--- config.mk ---
export PLATFORM = sky130hd
export DESIGN_NAME = ps2_kbd_rx
export DESIGN_NICKNAME = d
export VERILOG_FILES = /design/src/rtl/ps2_pkg.sv /design/src/rtl/ps2_fifo.sv /design/src/rtl/ps2_kbd_rx.sv
export SDC_FILE = /design/constraint.sdc
export NUM_CORES = 1
export LEC_CHECK = 0
export ABC_AREA = 0
export BUFFER_PORTS_ARGS = -buffer_cell sky130_fd_sc_hd__buf_4
export CAP_MARGIN = 15
export CORE_ASPECT_RATIO = 1.1
export CORE_MARGIN = 4
export CORE_UTILIZATION = 61
export DETAILED_ROUTE_END_ITERATION = 10
export MAX_ROUTING_LAYER = met4
export PLACE_DENSITY = 0.76
export SETUP_SLACK_MARGIN = 0.1
export SYNTH_ARGS = -nofsm -noshare
export SYNTH_HDL_FRONTEND = slang
export SYNTH_SLANG_ARGS = --single-unit
--- constraint.sdc ---
create_clock -name clk -period 2.9 [get_ports clk]
set_input_delay 0.29 -clock clk [delete_from_list [all_inputs] [get_ports clk]]
set_output_delay 0.29 -clock clk [all_outputs]
set_load 0.005 [all_outputs]
--- src/rtl/ps2_pkg.sv ---
// Shared types and constants for the PS/2 keyboard receiver.
package ps2_pkg;

  // state      | meaning
  // PS2_IDLE   | waiting for a start bit on a filtered PS/2 clock fall
  // PS2_RECV   | collecting data, parity and stop bits of one frame
  typedef enum logic {
    PS2_IDLE = 1'b0,
    PS2_RECV = 1'b1
  } ps2_state_e;

  localparam int PS2_DATA_BITS = 8;
  localparam int PS2_PAR_IDX   = 8;
  localparam int PS2_STOP_IDX  = 9;
  localparam int PS2_BITCNT_W  = 4;

endpackage

--- src/rtl/ps2_fifo.sv ---
// Show-ahead FIFO holding received scan-code bytes.
module ps2_fifo
  import ps2_pkg::*;
#(
  parameter int FIFO_AW = 3
) (
  input  logic                     clk,
  input  logic                     rst,
  input  logic                     push,
  input  logic                     pop,
  input  logic [PS2_DATA_BITS-1:0] din,
  output logic [PS2_DATA_BITS-1:0] dout,
  output logic                     empty,
  output logic                     full
);

  localparam int DEPTH = 1 << FIFO_AW;
  localparam logic [FIFO_AW:0] DEPTH_CNT = (FIFO_AW + 1)'(DEPTH);

  logic [PS2_DATA_BITS-1:0] mem_q [DEPTH];
  logic [FIFO_AW-1:0]       wr_ptr_q;
  logic [FIFO_AW-1:0]       rd_ptr_q;
  logic [FIFO_AW:0]         count_q;
  logic                     do_push;
  logic                     do_pop;

  assign empty   = (count_q == '0);
  assign full    = (count_q == DEPTH_CNT);
  assign do_pop  = pop & ~empty;
  // A pop in the same cycle frees the slot, so a push into a full FIFO still lands.
  assign do_push = push & (~full | do_pop);
  // Gating the head to zero when empty gives a defined key_data after reset without clearing the array.
  assign dout    = empty ? '0 : mem_q[rd_ptr_q];

  // Pointer and occupancy bookkeeping.
  always_ff @(posedge clk) begin
    if (rst) begin
      wr_ptr_q <= '0;
      rd_ptr_q <= '0;
      count_q  <= '0;
    end else begin
      if (do_push) wr_ptr_q <= wr_ptr_q + 1'b1;
      if (do_pop)  rd_ptr_q <= rd_ptr_q + 1'b1;
      case ({do_push, do_pop})
        2'b10:   count_q <= count_q + 1'b1;
        2'b01:   count_q <= count_q - 1'b1;
        default: count_q <= count_q;
      endcase
    end
  end

  // Storage write; contents need no reset because the head is gated by empty.
  always_ff @(posedge clk) begin
    if (do_push) mem_q[wr_ptr_q] <= din;
  end

endmodule

--- src/rtl/ps2_kbd_rx.sv ---
// PS/2 keyboard receiver: input conditioning, frame FSM and byte FIFO for the CPU.
module ps2_kbd_rx
  import ps2_pkg::*;
#(
  parameter int FIFO_AW    = 3,
  parameter int FILTER_LEN = 8,
  parameter int TIMEOUT    = 100000
) (
  input  logic       clk,
  input  logic       rst,
  input  logic       ps2_clk,
  input  logic       ps2_data,
  input  logic       io_rdn,
  output logic [7:0] key_data,
  output logic       ready,
  output logic       overflow,
  output logic       frame_err
);

  localparam int FCNT_W = (FILTER_LEN > 1) ? $clog2(FILTER_LEN) : 1;
  localparam int TMO_W  = $clog2(TIMEOUT + 1);
  localparam logic [FCNT_W-1:0]       FCNT_LAST = FCNT_W'(FILTER_LEN - 1);
  localparam logic [TMO_W-1:0]        TMO_LOAD  = TMO_W'(TIMEOUT - 1);
  localparam logic [PS2_BITCNT_W-1:0] PAR_CNT   = PS2_BITCNT_W'(PS2_PAR_IDX);
  localparam logic [PS2_BITCNT_W-1:0] STOP_CNT  = PS2_BITCNT_W'(PS2_STOP_IDX);

  logic                     clk_s1_q, clk_s2_q;
  logic                     dat_s1_q, dat_s2_q;
  logic                     fclk_q, fclk_prev_q;
  logic [FCNT_W-1:0]        fcnt_q;
  logic                     fall;

  ps2_state_e               state_q, state_d;
  logic [PS2_BITCNT_W-1:0]  bitcnt_q, bitcnt_d;
  logic [PS2_DATA_BITS-1:0] shreg_q, shreg_d;
  logic                     par_q, par_d;
  logic                     par_ok_q, par_ok_d;
  logic [TMO_W-1:0]         tmo_q, tmo_d;
  logic                     push_q, push_d;
  logic                     ferr_q, ferr_d;

  logic                     rdn_q;
  logic                     pop;
  logic                     overflow_q;
  logic                     fifo_empty, fifo_full;

  // Two-stage synchronizers; preset to the idle-high bus level.
  always_ff @(posedge clk) begin
    if (rst) begin
      clk_s1_q <= 1'b1;
      clk_s2_q <= 1'b1;
      dat_s1_q <= 1'b1;
      dat_s2_q <= 1'b1;
    end else begin
      clk_s1_q <= ps2_clk;
      clk_s2_q <= clk_s1_q;
      dat_s1_q <= ps2_data;
      dat_s2_q <= dat_s1_q;
    end
  end

  // Glitch filter: fclk follows the pin only after FILTER_LEN consecutive differing samples.
  always_ff @(posedge clk) begin
    if (rst) begin
      fclk_q      <= 1'b1;
      fclk_prev_q <= 1'b1;
      fcnt_q      <= '0;
    end else begin
      fclk_prev_q <= fclk_q;
      if (clk_s2_q != fclk_q) begin
        if (fcnt_q == FCNT_LAST) begin
          fclk_q <= clk_s2_q;
          fcnt_q <= '0;
        end else begin
          fcnt_q <= fcnt_q + 1'b1;
        end
      end else begin
        fcnt_q <= '0;
      end
    end
  end

  assign fall = fclk_prev_q & ~fclk_q;

  // Frame FSM state and datapath registers.
  always_ff @(posedge clk) begin
    if (rst) begin
      state_q  <= PS2_IDLE;
      bitcnt_q <= '0;
      shreg_q  <= '0;
      par_q    <= 1'b0;
      par_ok_q <= 1'b0;
      tmo_q    <= '0;
      push_q   <= 1'b0;
      ferr_q   <= 1'b0;
    end else begin
      state_q  <= state_d;
      bitcnt_q <= bitcnt_d;
      shreg_q  <= shreg_d;
      par_q    <= par_d;
      par_ok_q <= par_ok_d;
      tmo_q    <= tmo_d;
      push_q   <= push_d;
      ferr_q   <= ferr_d;
    end
  end

  // Frame FSM next state: bit collection, parity/stop validation and mid-frame timeout.
  always_comb begin
    state_d  = state_q;
    bitcnt_d = bitcnt_q;
    shreg_d  = shreg_q;
    par_d    = par_q;
    par_ok_d = par_ok_q;
    tmo_d    = tmo_q;
    push_d   = 1'b0;
    ferr_d   = 1'b0;

    // Down-counter restarts on every fall; reaching zero in RECV means the keyboard stalled.
    if (fall) begin
      tmo_d = TMO_LOAD;
    end else if (tmo_q != '0) begin
      tmo_d = tmo_q - 1'b1;
    end

    case (state_q)
      PS2_IDLE: begin
        if (fall && !dat_s2_q) begin
          state_d  = PS2_RECV;
          bitcnt_d = '0;
          par_d    = 1'b0;
        end
      end
      PS2_RECV: begin
        if (fall) begin
          if (bitcnt_q < PAR_CNT) begin
            shreg_d  = {dat_s2_q, shreg_q[PS2_DATA_BITS-1:1]};
            par_d    = par_q ^ dat_s2_q;
            bitcnt_d = bitcnt_q + 1'b1;
          end else if (bitcnt_q == PAR_CNT) begin
            par_ok_d = par_q ^ dat_s2_q;
            bitcnt_d = bitcnt_q + 1'b1;
          end else if (bitcnt_q == STOP_CNT) begin
            state_d = PS2_IDLE;
            if (dat_s2_q && par_ok_q) push_d = 1'b1;
            else                      ferr_d = 1'b1;
          end else begin
            state_d = PS2_IDLE;
          end
        end else if (tmo_q == '0) begin
          state_d = PS2_IDLE;
          ferr_d  = 1'b1;
        end
      end
      default: state_d = PS2_IDLE;
    endcase
  end

  // Read-strobe edge detect and sticky overflow flag.
  always_ff @(posedge clk) begin
    if (rst) begin
      rdn_q      <= 1'b1;
      overflow_q <= 1'b0;
    end else begin
      rdn_q <= io_rdn;
      if (push_q && fifo_full && !pop) overflow_q <= 1'b1;
    end
  end

  assign pop = rdn_q & ~io_rdn & ~fifo_empty;

  ps2_fifo #(
    .FIFO_AW (FIFO_AW)
  ) u_fifo (
    .clk   (clk),
    .rst   (rst),
    .push  (push_q),
    .pop   (pop),
    .din   (shreg_q),
    .dout  (key_data),
    .empty (fifo_empty),
    .full  (fifo_full)
  );

  assign ready     = ~fifo_empty;
  assign overflow  = overflow_q;
  assign frame_err = ferr_q;

endmodule

# ---- Word-level counts from Yosys, hierarchy flattened
# Memories as Yosys holds them, arrays and structs flattened. A register that Yosys moved wholly into a read port is not among the register bits.
# Cells that the tools add are included.
dict set report op_classes {
  n_mux 30
  order_cmp 1
  reduce_logical 20
  n_bitwise 16
  n_eq_ne 11
  add_sub_neg 7
}
# cell count
set op_table {}
lappend op_table {{$mux 17} 2}
lappend op_table {{$logic_not 17->1} 1}
lappend op_table {{$mux 1} 17}
lappend op_table {{$reduce_bool 17->1} 1}
lappend op_table {{$sub 17x1->17 const B} 1}
lappend op_table {{$mux 4} 4}
lappend op_table {{$pmux 4 s2} 2}
lappend op_table {{$eq 4x4->1 const B} 3}
lappend op_table {{$add 3x1->3 const B} 3}
lappend op_table {{$not 1->1} 9}
lappend op_table {{$reduce_and 3->1} 3}
lappend op_table {{$add 4x1->4 const B} 2}
lappend op_table {{$mux 8} 1}
lappend op_table {{$mux 3} 2}
lappend op_table {{$reduce_or 6->1} 1}
lappend op_table {{$and 1x1->1} 5}
lappend op_table {{$logic_and 1x1->1} 4}
lappend op_table {{$logic_not 4->1} 1}
lappend op_table {{$lt 4x4->1 const B} 1}
lappend op_table {{$ne 2x2->1 const B} 2}
lappend op_table {{$pmux 1 s2} 2}
lappend op_table {{$reduce_and 4->1} 1}
lappend op_table {{$reduce_bool 2->1} 2}
lappend op_table {{$reduce_or 2->1} 2}
lappend op_table {{other kinds (12)} 13}
dict set report totals {
  mem_bits_rw 64
  register_bits 55
  wordCells 107
  inputBits 5
  n_memories 1
}
# memory depth width read_ports rd_clocked_by_memory_dff write_ports line_no
set mem_list {}
lappend mem_list {u_fifo.mem_q 8 8 1 1 1 ps2_fifo.sv:20} ;# logic [PS2_DATA_BITS-1:0] mem_q [DEPTH];

# ---- Longest topological paths before layout
dict set report logic_depth {
  ltp_word 8
  depth_mapped 8
  depth_no_buf 7
}

# ---- Hierarchy
# From an unflattened synthesis, not the netlist that was laid out.
dict set report hier_totals {
  cells_unflattened 404
  hier_area_um2 5190.0
}
# mod cells_per_inst instances area_per_inst_um2
set by_module_without_submodules {}
lappend by_module_without_submodules {ps2_fifo 184 1 3160.5}
lappend by_module_without_submodules {ps2_kbd_rx 220 1 2029.4}

# ---- Worst setup path before layout
# OpenSTA, ideal clock, no wires.
dict set report synth_timing {
  kind {flip-flop to flip-flop}
  from {register tmo_q[0]}
  to {register tmo_q[1]}
  slack_ns 0.800
  setup_time_ns 0.067
  synth_period_minus_slack_ns 2.100
  n_path_buf 0
  path_stages_with_launch 7
  arrival_time_ns 2.033
  path_cell_list {dfxtp_1 inv_1 ha_1 or4b_1 or4_4 mux2_4 a21oi_2}
}
dict set report synth_via {
  elab_chain_cells 3
}
# item line_no
set synth_rtl {}
lappend synth_rtl {{start, declared} ps2_kbd_rx.sv:38} ;# logic [TMO_W-1:0] tmo_q, tmo_d;
lappend synth_rtl {{start signal, assigned} ps2_kbd_rx.sv:102} ;# tmo_q <= tmo_d;
lappend synth_rtl {{$sub 17x1->17} ps2_kbd_rx.sv:123} ;# tmo_d = tmo_q - 1'b1;
lappend synth_rtl {{$mux 17} ps2_kbd_rx.sv:122} ;# end else if (tmo_q != '0) begin
lappend synth_rtl {{$mux 17} ps2_kbd_rx.sv:120} ;# if (fall) begin
# Parallel ways exist; a longest one is shown, timed or not. The select of a mux whose other input is x is not followed.
# A chain may end at the register's enable or synchronous reset.

==> impl_table.tex <==
\begin{tabular}{lr}
\hline
Metric & Value \\
\hline
\multicolumn{2}{l}{\textbf{Die}} \\
Core Area & 0.007998 sq mm \\
Top-Level Pins & 16 \\
Starting density of the core & a little under two thirds \\
Vertical extent of the die & 103.6 microns \\
Std cell rows & 34 \\
Die area & 0.009840 sq mm \\
Width of the chip & 94.95 microns \\
\multicolumn{2}{l}{\textbf{Yosys}} \\
Combinational family with the most area after synthesis & simple AND/OR/NAND/NOR gates \\
EDFF count, synth & 64 \\
Distinct cell type count after synthesis & 50 \\
Post-synthesis share of cell area spent on and, or, nand and nor gates & 14.85\% \\
Top cells by area in the synthesized netlist & sky130\_fd\_sc\_hd\_\_edfxtp\_1 38\%, sky130\_fd\_sc\_hd\_\_dfxtp\_1 23\%, sky130\_fd\_sc\_hd\_\_mux4\_2 7.1\% \\
Parity-gate share of the synthesized area counting xor and xnor cells & 1.381\% \\
Nets in the synthesized netlist & 414 \\
Async SR Flop Fraction & 0\% \\
Synth Instances & 400 \\
Most used flip-flop cell after synthesis & sky130\_fd\_sc\_hd\_\_edfxtp\_1 \\
Combined area of all synthesized cells & roughly 0.0051 sq mm \\
Mux share of post-synthesis cell area & 11.20\% \\
Synthesized-area fraction occupied by ao, oa, aoi and oai cells & 7.227\% \\
Post-synth top area share & 37.89\% \\
Mean post-synth cell area & 12.68 sq um \\
Post-synthesis cell type with the largest combined area & sky130\_fd\_sc\_hd\_\_edfxtp\_1 \\
Total of flip-flops plus latches after synthesis & 122 \\
Yosys warning total & 0 \\
Post-synthesis share of cell area spent on full adders, half adders and majority gates & 2.220\% \\
Sequential cell area fraction in the yosys report & between 60\% and 70\% \\
\multicolumn{2}{l}{\textbf{Route}} \\
DRC violations left & 0 \\
Routed length per placed instance & 17.55 microns \\
Routed vias/inst & between 5 and 6 \\
Post-route antenna net violation count & 0 \\
Routed wire length & slightly below 10,000 microns \\
Count of routing violations after the opening detailed-route iteration & 287 \\
Detailed-route via count & 3,258 \\
Drt first pass iters & 5 \\
\multicolumn{2}{l}{\textbf{Clock network}} \\
Clock Latency Late Sink & 0.51 ns \\
Number of buffers inserted by post-CTS setup repair & 0 \\
Root buf cell & sky130\_fd\_sc\_hd\_\_clkbuf\_8 \\
Number of clock sinks & 122 \\
TritonCTS Buffers & 17 \\
Number of buffers between clock root and the deepest sink & 2 \\
Number of levels the H-tree was split into & 4 \\
TritonCTS clock tree & done \\
Clock-pin slew on the worst setup and hold paths & 0.06 ns \\
\multicolumn{2}{l}{\textbf{Hold path}} \\
Type of the tightest min-delay check & input port to flip-flop \\
\multicolumn{2}{l}{\textbf{Status}} \\
Status & finished, final reports clean \\
\multicolumn{2}{l}{\textbf{STA}} \\
Setup-violating endpoint count in the final report & 0 \\
Setup repair after global routing missed its margin & false \\
Post-route fraction of the period consumed by the critical path & 85.93\% \\
Max transition margin & between 40\% and 50\% \\
Final Hold Violating Endpoints & 0 \\
Max frequency & 401.3 MHz \\
Tmin final & roughly 2.5 ns \\
Post-Route Setup TNS & 0 ns \\
Total count of max-transition violations in the final report & 0 \\
Actual slew at the worst max-slew pin & 0.7999 ns \\
Worst clock skew & about 0.0078 ns \\
\multicolumn{2}{l}{\textbf{Pwr}} \\
Total power density per cell area & 805.6 mW/mm\^{}2 \\
VDD IR-drop max & 0.0006305 V \\
Internal & 3671 uW \\
Total power of the final layout & just under 5000 uW \\
Part of the power in the clock network & 46.4\% \\
LEAKAGE & 0.002084 uW \\
Gate power share & 13.0\% \\
Switching Share & 23.92\% \\
Net load switching power & 1154 uW \\
Sequential share of power & 40.5\% \\
\multicolumn{2}{l}{\textbf{Final layout}} \\
Synth-to-layout area growth & 18.08\% \\
Fraction of layout cells with a size suffix above 1 & 20.36\% \\
Nets@finish & 443 \\
Number of antenna cells inserted & 0 \\
Final core utilization & between 70\% and 80\% \\
\multicolumn{2}{l}{\textbf{Critical path}} \\
Data required time at the worst endpoint & $\sim$2.6 ns \\
Setup CP Type & flip-flop to primary output \\
CP arrival & 2.20 ns \\
Endpoint of the most critical register-to-register path & tmo\_q[1] \\
Worst Setup EP & key\_data[7] \\
Cell count of the worst reg-to-reg path & 6 \\
CP endpoint kind & primary output \\
Crit Reg-Reg Startpoint & tmo\_q[0] \\
Startpoint kind of the worst setup timing path & flip-flop \\
Reg-to-reg setup timing slack & 0.68 ns \\
Crit path max fanout & 16 \\
\multicolumn{2}{l}{\textbf{Global route}} \\
Number of global-route vias before repair & 3,167 \\
Largest net degree at the start of global routing & 49 \\
Wire length of the first global-routing pass & 16,180 microns \\
Total congestion overflow & 0 \\
Initial antenna violation count & 0 \\
Aggregate global-route resource usage & 22.21\% \\
\multicolumn{2}{l}{\textbf{Run}} \\
Maxcap violations & 0 \\
\multicolumn{2}{l}{\textbf{Place}} \\
HPWL after DPL & 5911 microns \\
Number of I/O port buffers & 15 \\
Weighted congestion reported at the end of routability-driven placement & 0.8396 \\
\hline
\end{tabular}
## worst min-delay path by stage
stage / startpoint / cells past startpoint / to / slack [ns]
after CTS: rst / 2 / flip-flop / 0.21
after floorplan: clk_s1_q / 1 / clk_s2_q / 0.39
after global routing: rst / 2 / overflow / 0.24
after detailed placement: clk_s1_q / 1 / clk_s2_q / 0.39
after global placement: dat_s1_q / 1 / dat_s2_q / 0.39
final: rst / 2 / overflow / 0.22
## placed cells by master (no fill, tap or decap), drive strengths merged, types with 10 or more instances in the layout
cell,Yosys,final
edfxtp,64,64
dfxtp,58,58
nor2,35,35
buf,5,26
clkbuf,14,21
a21oi,20,20
mux2i,17,17
mux4,16,16
o21ai,16,16
nand2,12,12
inv,10,12
nor3,11,11
or3,11,11
or4,10,10
## metrics by stage
stage	setup WS, ns	hold WS (ns)	std cells	cell area [sq um]
CTS	0.3399	0.2139	550	5989
global placement	0.7440	0.3948	515	5328
global route	0.2390	0.2446	550	5989
detailed placement	0.6897	0.3941	515	5328
floorplan	0.7999	0.3895	400	5072
finish	0.4079	0.2248	550	5989
## cells in the mapped netlist, drive strengths merged (4+ instances only)
library cell and instances:
edfxtp 64, dfxtp 58, nor2 35, a21oi 20
mux2i 17, mux4 16, o21ai 16, clkbuf 14
nand2 12, nor3 11, or3 11, inv 10
or4 10, ha 9, nand2b 9, nor2b 9
nor4 9, nand3 8, or2 8, a31oi 7
buf 5, o31ai 5, xnor2 4, xor2 4
## state kept, by name, indices dropped and copies added, names as in the netlist, 3 cells and up, named ones only
signal and cells:
u_fifo.rd_ptr_q 3, u_fifo.mem_q 64, bitcnt_q 4, shreg_q 8, fcnt_q 3, u_fifo.count_q 4
u_fifo.wr_ptr_q 3, tmo_q 17
## power by group through the flow
stage,clock network [uW],registers (uW),logic (uW)
6_report,2240,1950,630
5_1_grt,2350,1970,696
4_1_cts,2260,1950,622
3_5_place_dp,0,1980,608
3_3_place_gp,0,1980,600
2_1_floorplan,0,1960,523
## metal layers
| layer | GRT usage [%] | part of all wire [%] |
|---|---|---|
| met1 | 28.08 | 43 |
| met4 | 5.567 | 0.90 |
| met5 | - | 0 |
| met2 | 35.52 | 52 |
| met3 | 6.091 | 4.4 |
## area by class of cell
class	instances	area (sq um)
Tap cell	108	135.1
Fill cell	518	2008
Timing Repair Buffer	29	225.2
Sequential cell	122	3083
Clock inverter	11	192.7
Inverter	10	37.54
Clock buffer	21	439.2
Multi-Input combinational cell	249	1877
## cell families (layout without fill, tap and decap cells)
group,count (synthesis),count (layout)
and+or+nand+nor,136,136
DFF,122,122
AOI/OAI and AO/OA,60,60
muxes,36,36
buffers and inverters,29,71
adders and majority gates,9,9
xor gates and xnor gates,8,8
## critical path, cell delays in order, from the launching register on
cell and delay, ns:
sky130_fd_sc_hd__dfxtp_1 0.83, sky130_fd_sc_hd__mux4_2 0.42, sky130_fd_sc_hd__mux2i_1 0.23, sky130_fd_sc_hd__nor2_1 0.07
sky130_fd_sc_hd__buf_4 0.14
## timing repair
| item | CTS | global route |
|---|---|---|
| setup endpoints to repair | 0 | 0 |
| hold buffers | 3 | 0 |
| resized for setup | 0 | 0 |
| hold endpoints to repair | 3 | 0 |
Note: power is estimated with default switching activity, not from simulation.
